## config.mk

```make
export PLATFORM = sky130hd
export DESIGN_NAME = vertex_ingress_queue
export DESIGN_NICKNAME = d
export VERILOG_FILES = /design/src/rtl/gpu_pipe_pkg.sv /design/src/rtl/vtx_fifo_ram.sv /design/src/rtl/vertex_ingress_queue.sv
export SDC_FILE = /design/constraint.sdc
export NUM_CORES = 2
export LEC_CHECK = 0
export ABC_CLOCK_PERIOD_IN_PS = 18100
export CAP_MARGIN = 20
export CORE_UTILIZATION = 30
export CTS_CLUSTER_DIAMETER = 120
export DETAILED_ROUTE_END_ITERATION = 10
export PLACE_DENSITY_LB_ADDON = 0.1
export SYNTH_ARGS = -nofsm -noshare
export SYNTH_HDL_FRONTEND = slang
export SYNTH_HIERARCHICAL = 1
export SYNTH_SLANG_ARGS = --single-unit
```

## constraint.sdc

```tcl
create_clock -name sys_clk -period 18.1 [get_ports sys_clk]
set_clock_uncertainty 0.05 [all_clocks]
set_input_delay 4.525 -clock sys_clk [delete_from_list [all_inputs] [get_ports sys_clk]]
set_output_delay 4.525 -clock sys_clk [all_outputs]
set_load 0.005 [all_outputs]
```

## src/rtl/gpu_pipe_pkg.sv

```systemverilog
// Vertex format shared between the ingress queue and the matrix-transform pipeline.
package gpu_pipe_pkg;
  localparam int COORD_W = 32;
  localparam int COLOR_W = 18;

  typedef struct packed {
    logic [COORD_W-1:0] x;
    logic [COORD_W-1:0] y;
    logic [COORD_W-1:0] z;
    logic [COORD_W-1:0] w;
    logic [COLOR_W-1:0] color;
  } vertex_t;
endpackage

```

## src/rtl/vtx_fifo_ram.sv

```systemverilog
// Simple dual-port vertex storage: one write port, one registered read port.
module vtx_fifo_ram
  import gpu_pipe_pkg::*;
#(
  parameter int DEPTH  = 16,
  parameter int ADDR_W = 4
) (
  input  logic              clk,
  input  logic              we,
  input  logic [ADDR_W-1:0] waddr,
  input  vertex_t           wdata,
  input  logic [ADDR_W-1:0] raddr,
  output vertex_t           rdata
);

  vertex_t mem [DEPTH];

  // NOTE: storage and its read register carry no reset so they map onto block RAM;
  // the pointers and valid flags in the parent decide which entries are meaningful.
  always_ff @(posedge clk) begin
    if (we) mem[waddr] <= wdata;
    rdata <= mem[raddr];
  end

endmodule

```

## src/rtl/vertex_ingress_queue.sv

```systemverilog
// First-word-fall-through vertex queue between register_control and the transform stage.
module vertex_ingress_queue
  import gpu_pipe_pkg::*;
#(
  parameter int DEPTH  = 16,
  parameter int ADDR_W = 4,
  parameter int CNT_W  = 16
) (
  input  logic                sys_clk,
  input  logic                sys_rst_n,
  input  logic                gpu_enable_i,
  input  logic                point_trig_i,
  input  logic [COORD_W-1:0]  x_in_i,
  input  logic [COORD_W-1:0]  y_in_i,
  input  logic [COORD_W-1:0]  z_in_i,
  input  logic [COORD_W-1:0]  w_in_i,
  input  logic [COLOR_W-1:0]  color_in_i,
  output logic                vtx_valid_o,
  input  logic                vtx_ready_i,
  output logic [COORD_W-1:0]  vtx_x_o,
  output logic [COORD_W-1:0]  vtx_y_o,
  output logic [COORD_W-1:0]  vtx_z_o,
  output logic [COORD_W-1:0]  vtx_w_o,
  output logic [COLOR_W-1:0]  vtx_color_o,
  output logic [ADDR_W:0]     fifo_count_o,
  output logic                full_o,
  output logic                overflow_o,
  input  logic                clear_ovf_i,
  output logic [CNT_W-1:0]    vtx_count_o
);

  logic              trig_q, en_q;
  logic [ADDR_W:0]   count;
  logic [ADDR_W-1:0] wr_ptr, rd_ptr, rd_ptr_nxt;
  logic              out_valid, fwd_valid, overflow;
  logic [CNT_W-1:0]  vtx_count;
  vertex_t           out_data, fwd_data, ram_q, head_data, in_vtx;
  logic push_req, pop, full, push, drop, out_free, ram_empty, load_ram, load_direct, ram_we;

  assign in_vtx = {x_in_i, y_in_i, z_in_i, w_in_i, color_in_i};

  // NOTE: every always_comb output gets a default first so no path can infer a latch.
  always_comb begin
    push_req    = point_trig_i & ~trig_q & gpu_enable_i;
    pop         = out_valid & vtx_ready_i;
    full        = (count == (ADDR_W+1)'(DEPTH));
    push        = push_req & (~full | pop);
    drop        = push_req & full & ~pop;
    out_free    = ~out_valid | pop;
    ram_empty   = (count == {{ADDR_W{1'b0}}, out_valid});
    load_ram    = out_free & ~ram_empty;
    load_direct = out_free & ram_empty & push;
    ram_we      = push & ~load_direct;
    rd_ptr_nxt  = gpu_enable_i ? rd_ptr + ADDR_W'(load_ram) : '0;
    // A write landing on the address being read this edge leaves ram_q stale for one cycle.
    head_data   = fwd_valid ? fwd_data : ram_q;
  end

  vtx_fifo_ram #(.DEPTH(DEPTH), .ADDR_W(ADDR_W)) u_ram (
    .clk   (sys_clk),
    .we    (ram_we),
    .waddr (wr_ptr),
    .wdata (in_vtx),
    .raddr (rd_ptr_nxt),
    .rdata (ram_q)
  );

  // NOTE: sequential state uses non-blocking assignments; reset is sampled on the clock edge.
  always_ff @(posedge sys_clk) begin
    if (!sys_rst_n) begin
      trig_q    <= 1'b0;
      en_q      <= 1'b0;
      count     <= '0;
      wr_ptr    <= '0;
      rd_ptr    <= '0;
      out_valid <= 1'b0;
      out_data  <= '0;
      fwd_valid <= 1'b0;
      fwd_data  <= '0;
      overflow  <= 1'b0;
      vtx_count <= '0;
    end else begin
      trig_q   <= point_trig_i;
      en_q     <= gpu_enable_i;
      fwd_data <= in_vtx;

      if (drop)             overflow <= 1'b1;
      else if (clear_ovf_i) overflow <= 1'b0;

      if (gpu_enable_i && !en_q) vtx_count <= CNT_W'(push);
      else if (push)             vtx_count <= vtx_count + 1'b1;

      if (!gpu_enable_i) begin
        count     <= '0;
        wr_ptr    <= '0;
        rd_ptr    <= '0;
        out_valid <= 1'b0;
        fwd_valid <= 1'b0;
      end else begin
        count     <= count + (ADDR_W+1)'(push) - (ADDR_W+1)'(pop);
        wr_ptr    <= wr_ptr + ADDR_W'(ram_we);
        rd_ptr    <= rd_ptr_nxt;
        fwd_valid <= ram_we && (wr_ptr == rd_ptr_nxt);
        if (load_ram) begin
          out_data  <= head_data;
          out_valid <= 1'b1;
        end else if (load_direct) begin
          out_data  <= in_vtx;
          out_valid <= 1'b1;
        end else if (pop) begin
          out_valid <= 1'b0;
        end
      end
    end
  end

  assign vtx_valid_o  = out_valid;
  assign vtx_x_o      = out_data.x;
  assign vtx_y_o      = out_data.y;
  assign vtx_z_o      = out_data.z;
  assign vtx_w_o      = out_data.w;
  assign vtx_color_o  = out_data.color;
  assign fifo_count_o = count;
  assign full_o       = full;
  assign overflow_o   = overflow;
  assign vtx_count_o  = vtx_count;

endmodule

```

==> out/results.tsv <==
stage	metric	value	unit
outcome	outcome	complete, no violations	
final_layout	fin_nets	5899	
final_layout	most-common-layout-cells	sky130_fd_sc_hd__edfxtp_1 (2,336), sky130_fd_sc_hd__mux4_2 (540), sky130_fd_sc_hd__dfxtp_1 (471), sky130_fd_sc_hd__nand2_1 (407), sky130_fd_sc_hd__clkbuf_16 (327)	
timing	grt_setup_unrepaired	no	
drt	finalWirelength	298000	um
floorplan	die-height	590	um
timing	finalWorstPathRequiredPeriod	9.53	ns
synth	synth_seq_cells	2808	
floorplan	die-width	590	um
timing	maxSlewHeadroom	22.1	%
placement	place_congestion	0.695	
critical_path	worst-setup-path-type	input pin to flip-flop	
critical_path	critical_path_arrival	9.97	ns
synth	share_of_synthesized_flip_flops_with_an_asynchronous_set_or_reset	0	%
global_routing	antenna_found_initial	43	
global_routing	pin_count_of_the_biggest_net_entering_global_routing	107	
drt	num_vias	51500	
clocking	cts_tree	yes	
synth	ys_warn_count	6	
clocking	clock_path_buffers	4	
power_and_ir_drop	power_leakage	37.8	nW
synth	ys_seq_area_share	76.7	%
drt	detail_route.wl_per_cell	28.2	um
synth	syn-mean-instance-area	19.7	sq um
clocking	clock_insertion_delay_worst_skew	0.90	ns
synth	synth_area	0.104	sq mm
placement	buffer_ports.inserted	321	
timing	final_hold_viol_count	0	
floorplan	die_area	0.348	sq mm
final_layout	drive_above_1_share	20.6	%
floorplan	initial_utilization	30.2	%
critical_path	worst-r2r-cell-count	11	
clocking	cts_inserted_buffers	320	
clocking	cts_repair_resize_count	0	
power_and_ir_drop	powerDensity	120	mW/mm^2
critical_path	critical_path.startpoint_type	input pin	
critical_path	timing.critical_path.fanout_max	44	
floorplan	core_area	0.344	sq mm
placement	placed_cell_area	0.112	sq mm
drt	detail-route-antenna-nets	0	
critical_path	r2r_start	fifo_count_o[2]$_SDFF_PN0_	
global_routing	grt.overflow.total	0	
clocking	cts-hold-fix-buffers	0	
clocking	clock-root-buffer	sky130_fd_sc_hd__clkbuf_16	
critical_path	worstPathRequired	18.54	ns
floorplan	fp-row-count	215	
synth	post_synth_num_cell_types	48	
worst_hold_path	worst_hold_path_type	flip-flop to flip-flop	
global_routing	grt_pass1_vias	54700	
synth	syn_inst	5276	
timing	finalCritPeriodShare	52.6	%
critical_path	crit-reg2reg-capture	u_ram/mem[13][84]$_DFFE_PP_	
drt	remaining_routing_drc_violations	0	
clocking	cts.repair_timing.setup_buffer_count	0	
power_and_ir_drop	vdd_ir_drop_max	0.0818	mV
final_layout	postLayoutCellArea	0.123	sq mm
timing	max_freq	105	MHz
clocking	clkTransAtPathRegs	0.06	ns
worst_hold_path	min_path_cells	2	
global_routing	groute.usage.overall	17.0	%
timing	max_slew.worst_pin.slew	1.16	ns
global_routing	grt_pass1_wl	424000	um
critical_path	r2r_slack	12.44	ns
timing	finalSetupViolCount	0	
job	cap_violations	0	
critical_path	worstSetupEndpoint	u_ram/mem[13][84]$_DFFE_PP_	
clocking	total_clock_sinks	2808	
clocking	h-tree-depth	5	
placement	place_hpwl	162000	um
critical_path	crit_path_start	gpu_enable_i	
final_layout	most_frequent_standard_cell_in_the_layout_excluding_fill_and_tap_cells	sky130_fd_sc_hd__edfxtp_1	
critical_path	setup.worst_path.end_class	flip-flop	
floorplan	boundaryPins	322	
drt	firstDrtPassIters	5	
synth	dominantRegCellSynth	sky130_fd_sc_hd__edfxtp_1	
drt	dr.first_iter.drc_count	3526	
timing	fin_tns_setup	0	ns
synth	syn_nets	5440	
synth	synth_edf_count	2336	
timing	final_max_slew_viol_count	0	
drt	via_count_normalized_by_instance_count	4.87	
final_layout	utilization	35.7	%
final_layout	area_growth_syn_to_layout	18.1	%
cell usage after synthesis (all sizes together), types with 3 or more instances:
library cell / n / area share (%)
a21oi: 7 / 0.037
a221oi: 15 / 0.13
a22oi: 241 / 1.7
and2: 154 / 0.93
and3: 7 / 0.042
buf: 187 / 1.2
clkbuf: 114 / 0.41
dfxtp: 472 / 9.1
edfxtp: 2336 / 68
ha: 11 / 0.13
inv: 12 / 0.043
mux2: 81 / 0.88
mux2i: 175 / 1.7
mux4: 540 / 12
nand2: 408 / 1.5
nand2b: 21 / 0.13
nand3: 12 / 0.058
nand3b: 3 / 0.025
nand4: 4 / 0.024
nor2: 40 / 0.14
nor2b: 36 / 0.22
nor3: 6 / 0.029
o21ai: 315 / 1.5
o221ai: 29 / 0.24
o22a: 7 / 0.059
xnor2: 9 / 0.076
xor2: 18 / 0.15
kinds of logic after synthesis:
group	Yosys count	synth area share [%]
xor+xnor	27	0.228
compound gates	620	3.82
flops	2808	76.7
mux	796	14.3
fa+ha+maj	12	0.152
buf+inv	313	1.61
simple gates	700	3.15
flip-flops by register name, summed over array words and instances (netlist names):
signal / cells
vtx_color_o: 18
vtx_z_o: 32
vtx_w_o: 32
vtx_y_o: 32
fwd_data: 146
fwd_valid: 1
fifo_count_o: 5
u_ram/mem: 2336
en_q: 1
vtx_x_o: 32
wr_ptr: 4
u_ram/rdata: 146
vtx_valid_o: 1
trig_q: 1
overflow_o: 1
rd_ptr: 4
vtx_count_o: 16
worst min-delay path by stage:
stage / start / to
2_1_floorplan: vtx_color_o[10]$_SDFFE_PN0P_ / vtx_color_o[10]$_SDFFE_PN0P_
3_3_place_gp: vtx_x_o[26]$_SDFFE_PN0P_ / vtx_x_o[26]$_SDFFE_PN0P_
3_5_place_dp: vtx_color_o[15]$_SDFFE_PN0P_ / vtx_color_o[15]$_SDFFE_PN0P_
4_1_cts: vtx_color_o[15]$_SDFFE_PN0P_ / vtx_color_o[15]$_SDFFE_PN0P_
5_1_grt: vtx_z_o[20]$_SDFFE_PN0P_ / vtx_z_o[20]$_SDFFE_PN0P_
6_report: vtx_color_o[15]$_SDFFE_PN0P_ / vtx_color_o[15]$_SDFFE_PN0P_
area by class of cell:
class / count / area [sq um]
repair buffers: 438 / 4300
fillers: 31900 / 221000
clock inverters: 125 / 1100
inverters: 12 / 45.0
flip-flops and latches: 2808 / 79600
diodes: 13 / 32.5
clock buffers: 466 / 9050
well taps: 4557 / 5700
multi-input cells: 2155 / 22700
power by group:
group | total, W | switching [W] | internal, W
Combinational | 0.00121 | 0.000669 | 0.000545
Clock | 0.00629 | 0.00261 | 0.00368
Sequential | 0.00722 | 0.0000810 | 0.00714
per-layer routing:
metal / wire length (um) / global-route usage [%]
met1: 133000 / 22.9
met2: 147000 / 29.1
met3: 11400 / 2.26
met4: 6810 / 4.07
met5: 34 / 0
worst max-delay path, cell delays in order:
cell                              delay, ns
sky130_fd_sc_hd__clkdlybuf4s50_1       0.83
sky130_fd_sc_hd__nand3b_2              0.32
sky130_fd_sc_hd__a21oi_2               0.27
sky130_fd_sc_hd__inv_1                 0.17
sky130_fd_sc_hd__nor2_1                0.60
sky130_fd_sc_hd__nand3_1               0.44
sky130_fd_sc_hd__nor2_4                0.22
sky130_fd_sc_hd__buf_4                 0.56
sky130_fd_sc_hd__buf_4                 0.89
sky130_fd_sc_hd__buf_4                 0.87
per-stage QoR:
stage	hold slack (ns)	total power, W	instances	setup WS (ns)
floorplan	0.393	0.00810	5276	1.58
global placement	0.385	0.00862	9968	7.61
detailed placement	0.391	0.00862	9970	7.53
CTS	0.400	0.0150	10600	8.52
global route	0.419	0.0153	10600	8.36
finish	0.395	0.0147	10600	8.57
(Power assumes the default switching activity.)
